<file path="src/rtl/prim_ram_1p_arb_pkg.sv">
// Shared types for the single-port RAM arbiter and init sequencer.
package prim_ram_1p_arb_pkg;

    localparam int unsigned NumReq = 2;

    typedef enum logic {
        StInit = 1'b0,
        StRun  = 1'b1
    } arb_state_e;

    typedef enum logic {
        OwnerA = 1'b0,
        OwnerB = 1'b1
    } arb_owner_e;

endpackage

</file>
<file path="src/rtl/prim_ram_1p_arb_rr.sv">
// Two-way round-robin arbiter. The priority pointer always moves to the
// requester that lost (or did not ask), so contention alternates A, B, A, ...
module prim_ram_1p_arb_rr
    import prim_ram_1p_arb_pkg::*;
(
    input  logic              clk_i,
    input  logic              rst_i,
    input  logic              en_i,
    input  logic [NumReq-1:0] req_i,
    output logic [NumReq-1:0] gnt_o
);

    arb_owner_e prio_q;
    arb_owner_e prio_d;

    // A lone requester wins outright; on contention the pointer holder wins
    always_comb begin
        gnt_o  = '0;
        prio_d = prio_q;
        if (en_i) begin
            if (req_i == 2'b11) begin
                gnt_o = (prio_q == OwnerA) ? 2'b01 : 2'b10;
            end else begin
                gnt_o = req_i;
            end
        end
        if (gnt_o[0]) begin
            prio_d = OwnerB;
        end else if (gnt_o[1]) begin
            prio_d = OwnerA;
        end
    end

    // Priority pointer register, A holds priority out of reset
    always_ff @(posedge clk_i or posedge rst_i) begin
        if (rst_i) begin
            prio_q <= OwnerA;
        end else begin
            prio_q <= prio_d;
        end
    end

endmodule

</file>
<file path="src/rtl/prim_ram_1p_arb.sv">
// Zero-fill sequencer plus two-requester arbiter in front of a single-port
// SRAM. Read responses are steered back to whichever requester issued them.
module prim_ram_1p_arb
    import prim_ram_1p_arb_pkg::*;
#(
    parameter  int Width = 32,
    parameter  int Depth = 512,
    localparam int Aw    = $clog2(Depth)
) (
    input  logic             clk_i,
    input  logic             rst_i,
    input  logic             clear_i,
    output logic             init_done_o,

    input  logic             a_req_i,
    output logic             a_gnt_o,
    input  logic             a_write_i,
    input  logic [Aw-1:0]    a_addr_i,
    input  logic [Width-1:0] a_wdata_i,
    input  logic [Width-1:0] a_wmask_i,
    output logic             a_rvalid_o,
    output logic [Width-1:0] a_rdata_o,

    input  logic             b_req_i,
    output logic             b_gnt_o,
    input  logic             b_write_i,
    input  logic [Aw-1:0]    b_addr_i,
    input  logic [Width-1:0] b_wdata_i,
    input  logic [Width-1:0] b_wmask_i,
    output logic             b_rvalid_o,
    output logic [Width-1:0] b_rdata_o,

    output logic             mem_req_o,
    output logic             mem_write_o,
    output logic [Aw-1:0]    mem_addr_o,
    output logic [Width-1:0] mem_wdata_o,
    output logic [Width-1:0] mem_wmask_o,
    input  logic [Width-1:0] mem_rdata_i
);

    localparam logic [Aw-1:0] LastAddr = Aw'(Depth - 1);

    arb_state_e         state_q;
    arb_state_e         state_d;
    logic [Aw-1:0]      cnt_q;
    logic [Aw-1:0]      cnt_d;
    logic               pend_q;
    logic               pend_d;
    arb_owner_e         owner_q;
    arb_owner_e         owner_d;
    logic               arb_en;
    logic [NumReq-1:0]  gnt;

    // Arbitration is only live while running and not being cleared
    assign arb_en = (state_q == StRun) && !clear_i;

    prim_ram_1p_arb_rr u_rr (
        .clk_i (clk_i),
        .rst_i (rst_i),
        .en_i  (arb_en),
        .req_i ({b_req_i, a_req_i}),
        .gnt_o (gnt)
    );

    assign a_gnt_o     = gnt[0];
    assign b_gnt_o     = gnt[1];
    assign init_done_o = (state_q == StRun);

    // Fill sequencing: walk the counter through every word, then hand over to the arbiter
    always_comb begin
        state_d = state_q;
        cnt_d   = cnt_q;
        unique case (state_q)
            StInit: begin
                if (clear_i) begin
                    cnt_d = '0;
                end else if (cnt_q == LastAddr) begin
                    state_d = StRun;
                    cnt_d   = '0;
                end else begin
                    cnt_d = cnt_q + Aw'(1);
                end
            end
            StRun: begin
                if (clear_i) begin
                    state_d = StInit;
                    cnt_d   = '0;
                end
            end
            default: begin
                state_d = StInit;
                cnt_d   = '0;
            end
        endcase
    end

    // RAM port mux: fill writes during init, otherwise the granted requester's fields
    always_comb begin
        mem_req_o   = 1'b0;
        mem_write_o = 1'b0;
        mem_addr_o  = '0;
        mem_wdata_o = '0;
        mem_wmask_o = '0;
        if (state_q == StInit) begin
            mem_req_o   = 1'b1;
            mem_write_o = 1'b1;
            mem_addr_o  = cnt_q;
            mem_wmask_o = '1;
        end else if (gnt[0]) begin
            mem_req_o   = 1'b1;
            mem_write_o = a_write_i;
            mem_addr_o  = a_addr_i;
            mem_wdata_o = a_wdata_i;
            mem_wmask_o = a_wmask_i;
        end else if (gnt[1]) begin
            mem_req_o   = 1'b1;
            mem_write_o = b_write_i;
            mem_addr_o  = b_addr_i;
            mem_wdata_o = b_wdata_i;
            mem_wmask_o = b_wmask_i;
        end
    end

    // Remember who issued a granted read so next cycle's data goes to them
    always_comb begin
        pend_d  = 1'b0;
        owner_d = owner_q;
        if (gnt[0]) begin
            pend_d  = !a_write_i;
            owner_d = OwnerA;
        end else if (gnt[1]) begin
            pend_d  = !b_write_i;
            owner_d = OwnerB;
        end
    end

    // State, fill counter and read-return tracking registers
    always_ff @(posedge clk_i or posedge rst_i) begin
        if (rst_i) begin
            state_q <= StInit;
            cnt_q   <= '0;
            pend_q  <= 1'b0;
            owner_q <= OwnerA;
        end else begin
            state_q <= state_d;
            cnt_q   <= cnt_d;
            pend_q  <= pend_d;
            owner_q <= owner_d;
        end
    end

    assign a_rvalid_o = pend_q && (owner_q == OwnerA);
    assign b_rvalid_o = pend_q && (owner_q == OwnerB);
    assign a_rdata_o  = mem_rdata_i;
    assign b_rdata_o  = mem_rdata_i;

endmodule

</file>
<file path="config.mk">
export PLATFORM = sky130hd
export DESIGN_NAME = prim_ram_1p_arb
export DESIGN_NICKNAME = d
export VERILOG_FILES = /design/src/rtl/prim_ram_1p_arb_pkg.sv /design/src/rtl/prim_ram_1p_arb_rr.sv /design/src/rtl/prim_ram_1p_arb.sv
export SDC_FILE = /design/constraint.sdc
export NUM_CORES = 1
export LEC_CHECK = 0
export ABC_AREA = 0
export BUFFER_PORTS_ARGS = -buffer_cell sky130_fd_sc_hd__buf_2
export CORE_AREA = 8 8 122 124
export CTS_BUF_LIST = sky130_fd_sc_hd__clkbuf_4 sky130_fd_sc_hd__clkbuf_8 sky130_fd_sc_hd__clkbuf_16
export DETAILED_ROUTE_END_ITERATION = 12
export DIE_AREA = 0 0 130 132
export PLACE_DENSITY = 0.59
export SYNTH_ARGS = -nofsm -noshare
export SYNTH_HDL_FRONTEND = slang
export SYNTH_SLANG_ARGS = --single-unit
</file>
<file path="constraint.sdc">
create_clock -name clk_i -period 2.06 [get_ports clk_i]
set_clock_uncertainty 0.05 [all_clocks]
set_input_delay 0.412 -clock clk_i [delete_from_list [all_inputs] [get_ports clk_i]]
set_output_delay 0.412 -clock clk_i [all_outputs]
set_load 0.01 [all_outputs]
</file>
==> flow_summary.toml, run 1 <==
[detailed_routing]
totalWireLength_um = 12300
vias_per_cell = 4.53
drt_first_pass_iters = 4
route.vias.total = 2707
routed_wire_length_per_instance_um = 20.5
route.antenna.remaining_nets = 0
drt_iter0_drc = 150
remaining_drc_errors = 0

[cts]
holdBufCountCts = 0
total_clock_buffers_created_by_cts = 3
cts_htree_levels = 1
clk_pin_slew_ns = 0.05
clockBufferDepth = 2
cts_tree = "built"
numClockSinks = 13
ctsRootBufferMaster = "clkbuf_16"
clk_latency_worst_skew_pair_ns = 0.24

[synthesis]
synth.cell_area_sq_mm = 0.00204
synth-warning-count = 0
synth-seq-area-share_pct = 15.9
synthMostInstantiatedCell = "buf_4"
netlist_top_cells_area = "buf_4, a221o_1, dfrtp_1, a22o_1, nor2b_1"
synth_seq_cells = 13
synth_edf_count = 0
proportion_of_register_bits_with_asynchronous_set_or_reset_after_synthesis_pct = 100
postSynthAreaPerCell_sq_um = 8.23
synth_top_cell_area_share_pct = 23.5
post_syn_instances = 248
post_synth_num_cell_types = 30
synth_top_cell_by_area = "buf_4"
synth.net_count = 435
synth-main-ff-cell = "dfrtp_1"
synthTopCellsByCount = "buf_4, a221o_1, a22o_1"

[critical_path]
worst_r2r_startpoint = "cnt_q[1]$_DFFE_PP0P_"
worst_r2r_path_depth = 7
crit_fanout = 7
start_kind = "flip-flop"
cp.buffers_inverters = 3
critical_path.max_stage_delay_ns = 0.41
regToRegEndpoint = "cnt_q[7]$_DFFE_PP0P_"
crit_path_end_kind = "output pin"
setup.worst_path.class = "flip-flop to output pin"
timing.critical_path.arrival_ns = 1.68
slowest_stage = "dfrtp_1"
path_cells = "nand3b_1, a21oi_4, buf_12, clkbuf_16, a221o_1, buf_2"
critical_path.top_delay_family = "buffers and inverters"
required_time_at_the_worst_slack_endpoint_ns = 1.60
r2r_setup_slack_ns = 0.08

[grt]
grt.total_usage_pct = 12.0
grt_start_max_net_pins = 57
global_route_wire_length_before_repair_um = 16400
number_of_antenna_violations_at_the_first_check_in_global_routing = 0
number_of_global_route_vias_before_repair = 2765
gr-total-overflow = 0

[floorplanning]
dieHeight_um = 132
start_util_pct = 15.7
die_area_sq_mm = 0.0172
die_width_um = 130
boundaryPins = 329
design.core.area_sq_mm = 0.0130
number_of_standard_cell_rows_in_the_floorplan = 42

[timing]
max_slew_margin_pct = 66.2
rsz0062_at_grt = "yes"
post_route_clock_period_utilization_pct = 104
tightestPinTransition_ns = 0.506
final_hold_viol_count = 0
timing.fmax_mhz = 468
final.setup.worst_slack_ns = -0.0781
slew_viol_final = 0
finalSetupViolations = 53
whs_ns = 0.143
min_period_ns = 2.14

[cells_and_area]
post-route-util_pct = 25.7
multi_input_area_sq_mm = 0.00114
n_antenna_cell = 0
num-fill-cells = 1460
seq_area_sq_um = 325
final-instance-count-excl-fill = 598
syn2layout_area_growth_pct = 63.5
nNetsFinal = 610
design_area_sq_mm = 0.00334
drive_gt1_share_pct = 63.5

[placement]
place_inst = 585
hpwl_um = 9640
gp_routability_congestion = 0.830
post_dp_cell_area_sq_mm = 0.00302
numPortBuffers = 232

[power]
vdd_drop_max_uv = 211
power-per-cell-area_mw_per_mm2 = 258
total_power_mw = 0.862
static-leakage-power_nw = 1.72

[job]
cap_violations = 0

[run_status]
failed_checks = "negative setup slack"
status = "finished with violations"

[worst_hold_path]
hold_path.class = "input pin to asynchronous set/reset pin"
==> cell type report <==
type	instances	area share, %
clock inverter	1	0.150
multi-input combinational	142	34.1
clock buffer	3	2.25
inverter	5	0.562
timing repair buffer	258	46.6
sequential	13	9.75
tap	176	6.60
==> state kept, by name, summed over array words and instances (netlist names) <==
| signal | count |
|---|---|
| cnt_q | 9 |
| init_done_o | 1 |
| owner_q | 1 |
| pend_q | 1 |
| u_rr.prio_q | 1 |
==> worst max-delay path by stage <==
stage / start / end / slack [ns] / cells after the start
global route: init_done_o$_DFF_PP0_ / mem_wmask_o[0] / -0.11 / 6
finish: init_done_o$_DFF_PP0_ / mem_wmask_o[19] / -0.08 / 6
global placement: clear_i / mem_wmask_o[1] / 0.04 / 6
CTS: init_done_o$_DFF_PP0_ / mem_wdata_o[12] / -0.03 / 5
detailed placement: clear_i / mem_wmask_o[1] / 0.03 / 6
floorplan: cnt_q[1]$_DFFE_PP0P_ / cnt_q[5]$_DFFE_PP0P_ / 0.03 / 8
==> kinds of logic after synthesis <==
family                   Yosys count  share of synthesized area (%)
AO/OA/AOI/OAI                     96                           40.6
buffers and inverters             93                           30.0
AND/OR/NAND/NOR                   43                           11.8
flip-flops                        13                           15.9
adder cells (fa/ha/maj)            2                           1.23
multiplexers                       1                          0.490
==> per-stage QoR <==
| stage | setup slack (ns) | setup TNS (ns) |
|---|---|---|
| 4_1_cts | -0.0261 | -0.141 |
| 3_5_place_dp | 0.0285 | 0 |
| 6_report | -0.0781 | -1.85 |
| 3_3_place_gp | 0.0448 | 0 |
| 2_1_floorplan | 0.0279 | 0 |
| 5_1_grt | -0.110 | -4.69 |
==> power breakdown <==
part	switching [mW]	internal, mW	total [mW]
combinational	0.0872	0.136	0.223
sequential	0.00723	0.264	0.272
clock	0.109	0.258	0.367
total	0.204	0.658	0.862
==> routing by layer <==
| metal | vias up | part of all wire [%] | GRT usage (%) |
|---|---|---|---|
| li1 | 1250 | - | - |
| met1 | 1260 | 38 | 14.4 |
| met2 | 179 | 50 | 20.8 |
| met3 | 18 | 11 | 3.64 |
| met4 | 0 | 0.83 | 1.68 |
| met5 | - | 0 | 0 |
==> what timing repair did <==
item	CTS	global route
gates cloned	0	6
gates resized for setup	15	11
endpoints found under the setup margin	62	69
setup buffers	1	2
pin swaps	2	31
==> placed cells by master (no fill, tap or decap), types with 4 or more instances in the layout <==
| master | count |
|---|---|
| nor2_1 | 9 |
| buf_2 | 221 |
| buf_12 | 4 |
| clkbuf_16 | 6 |
| o21ai_0 | 7 |
| a21oi_1 | 7 |
| buf_4 | 13 |
| nor2b_1 | 9 |
| dfrtp_1 | 13 |
| a221o_1 | 42 |
| a22o_1 | 32 |
| buf_6 | 16 |
| inv_1 | 5 |
No activity file was read; power rests on OpenSTA's default activity.
==> run 2, diff against run 1 <==
--- a/config.mk
+++ b/config.mk
@@ -12,6 +12,7 @@
 export DETAILED_ROUTE_END_ITERATION = 12
 export DIE_AREA = 0 0 130 132
 export PLACE_DENSITY = 0.59
+export SETUP_SLACK_MARGIN = 0.2
 export SYNTH_ARGS = -nofsm -noshare
 export SYNTH_HDL_FRONTEND = slang
 export SYNTH_SLANG_ARGS = --single-unit
==> flow_summary.toml, run 2 (synthesis results as in run 1) <==
[detailed_routing]
wl_met3_um = 1520
routed_wire_length_per_instance_um = 20.6
wl_met1_um = 4940
met2WireLength_um = 6140
drt_first_pass_iters = 6
drt_iter0_drc = 200
route.antenna.remaining_nets = 0
route.vias.total = 2819
vias_per_cell = 4.58
remaining_drc_errors = 0
totalWireLength_um = 12700
maxUsedRoutingLayer = "met4"

[floorplanning]
design.core.area_sq_mm = 0.0130
die_width_um = 130
number_of_standard_cell_rows_in_the_floorplan = 42
die_area_sq_mm = 0.0172
start_util_pct = 15.7
dieHeight_um = 132
boundaryPins = 329

[timing]
whs_ns = 0.151
final_hold_viol_count = 0
min_period_ns = 2.16
finalSetupViolations = 54
post_route_clock_period_utilization_pct = 105
slew_viol_final = 0
max_slew_margin_pct = 64.8
tightestPinTransition_ns = 0.527
timing.fmax_mhz = 464
final.setup.worst_slack_ns = -0.0964
rsz0062_at_grt = "yes"

[placement]
hpwl_um = 9620
post_dp_cell_area_sq_mm = 0.00307
place_inst = 592
numPortBuffers = 232
gp_routability_congestion = 0.774

[power]
total_power_mw = 0.892
vdd_drop_max_uv = 220
power-per-cell-area_mw_per_mm2 = 244
static-leakage-power_nw = 1.86

[critical_path]
critical_path.max_stage_delay_ns = 0.39
critical_path.top_delay_family = "buffers and inverters"
slowest_stage = "dfrtp_1"
cp_common_cell = "buf_12"
cp.buffers_inverters = 3
start_kind = "flip-flop"
crit_fanout = 12
timing.critical_path.arrival_ns = 1.69
path_cells = "nand3b_1, a21oi_4, buf_12, buf_12, a221o_1, buf_2"
crit_path_end_kind = "output pin"
setup.worst_path.class = "flip-flop to output pin"
required_time_at_the_worst_slack_endpoint_ns = 1.60

[grt]
number_of_antenna_violations_at_the_first_check_in_global_routing = 2
global_route_wire_length_before_repair_um = 17600
grt_start_max_net_pins = 33
number_of_global_route_vias_before_repair = 2883
gr-total-overflow = 0
grt.total_usage_pct = 13.1

[cells_and_area]
syn2layout_area_growth_pct = 79.3
layout.cells.most_common = "buf_2"
largest_register_ffs = 9
design_area_sq_mm = 0.00366
top_register = "cnt_q"
final-instance-count-excl-fill = 615
nNetsFinal = 626
highest_count_cells_in_the_layout_ignoring_fill_and_taps = "buf_2, a221o_1, a22o_1, buf_4, buf_6"
drive_gt1_share_pct = 66.9
post-route-util_pct = 28.2

[run_status]
status = "finished with violations"
failed_checks = "negative setup slack"

[cts]
total_clock_buffers_created_by_cts = 3
clk_pin_slew_ns = 0.04
numClockSinks = 13
cts_tree = "built"
clockBufferDepth = 2
ctsRootBufferMaster = "clkbuf_16"
cts_htree_levels = 1
clk_latency_worst_skew_pair_ns = 0.24

[worst_hold_path]
hold_path.class = "input pin to asynchronous set/reset pin"

[job]
cap_violations = 0
==> run 2: cell types whose count changed in the layout (fill, tap and decap cells not counted), sizes merged <==
cell	delta
buf	+14
clkbuf	+2
bufbuf	+1
clkinv	-1
diode	+1
==> run 2: through the flow <==
step | setup TNS, ns | setup WS, ns
after floorplan | 0 | 0.0916
after global placement | -0.00597 | -0.00455
after detailed placement | 0 | 0.00633
after CTS | -4.61 | -0.117
after global routing | -8.54 | -0.167
final | -3.01 | -0.0964
==> run 2: final timing paths <==
kind	cells after the start	endpoint	start	slack [ns]
min in group clk_i	3	pend_q$_DFF_PP0_	b_write_i	0.43
worst max register to register	7	cnt_q[5]$_DFFE_PP0P_	cnt_q[0]$_DFFE_PP0P_	0.12
worst max-delay path	6	mem_wmask_o[10]	init_done_o$_DFF_PP0_	-0.1
worst min register to register	2	owner_q$_DFFE_PP0P_	owner_q$_DFFE_PP0P_	0.51
worst min-delay path	2	owner_q$_DFFE_PP0P_	rst_i	0.15
max in group asynchronous	2	cnt_q[2]$_DFFE_PP0P_	rst_i	1.46
==> run 2: final cells by class <==
type | instances | area, sq um
Fill cell | 1429 | 9320
Timing Repair Buffer | 274 | 1810
Multi-Input combinational cell | 142 | 1200
Sequential cell | 13 | 325
Tap cell | 176 | 220
Clock buffer | 4 | 82.6
Inverter | 5 | 18.8
Antenna cell | 1 | 2.50
==> run 2: what timing repair did <==
action | in CTS | in global routing
hold buffers | 0 | 0
endpoints found under the hold margin | 0 | 0
cloned | 4 | 4
endpoints found under the setup margin | 77 | 79
buffers inserted | 5 | 5
pin swaps | 5 | 10
resized for setup | 30 | 19
==> run 2: per-layer routing <==
| layer | vias to the layer above | global-route usage (%) |
|---|---|---|
| li1 | 1282 | - |
| met1 | 1306 | 15.7 |
| met2 | 217 | 22.0 |
| met3 | 14 | 5.14 |
| met4 | 0 | 1.87 |
| met5 | - | 0 |
==> run 2: worst register-to-register path: stages, from the launching register on <==
cell     delay (ns)
dfrtp_1        0.41
ha_4           0.19
nand3_4        0.08
nor3_2         0.05
ha_2           0.17
or2_4          0.25
or4_4          0.49
a31oi_4        0.17
==> run 2: where the power goes <==
group          switching (mW)  internal [mW]  total [mW]
Combinational          0.0975          0.140       0.238
Sequential            0.00839          0.265       0.273
Clock                   0.107          0.274       0.381
Total                   0.213          0.679       0.892
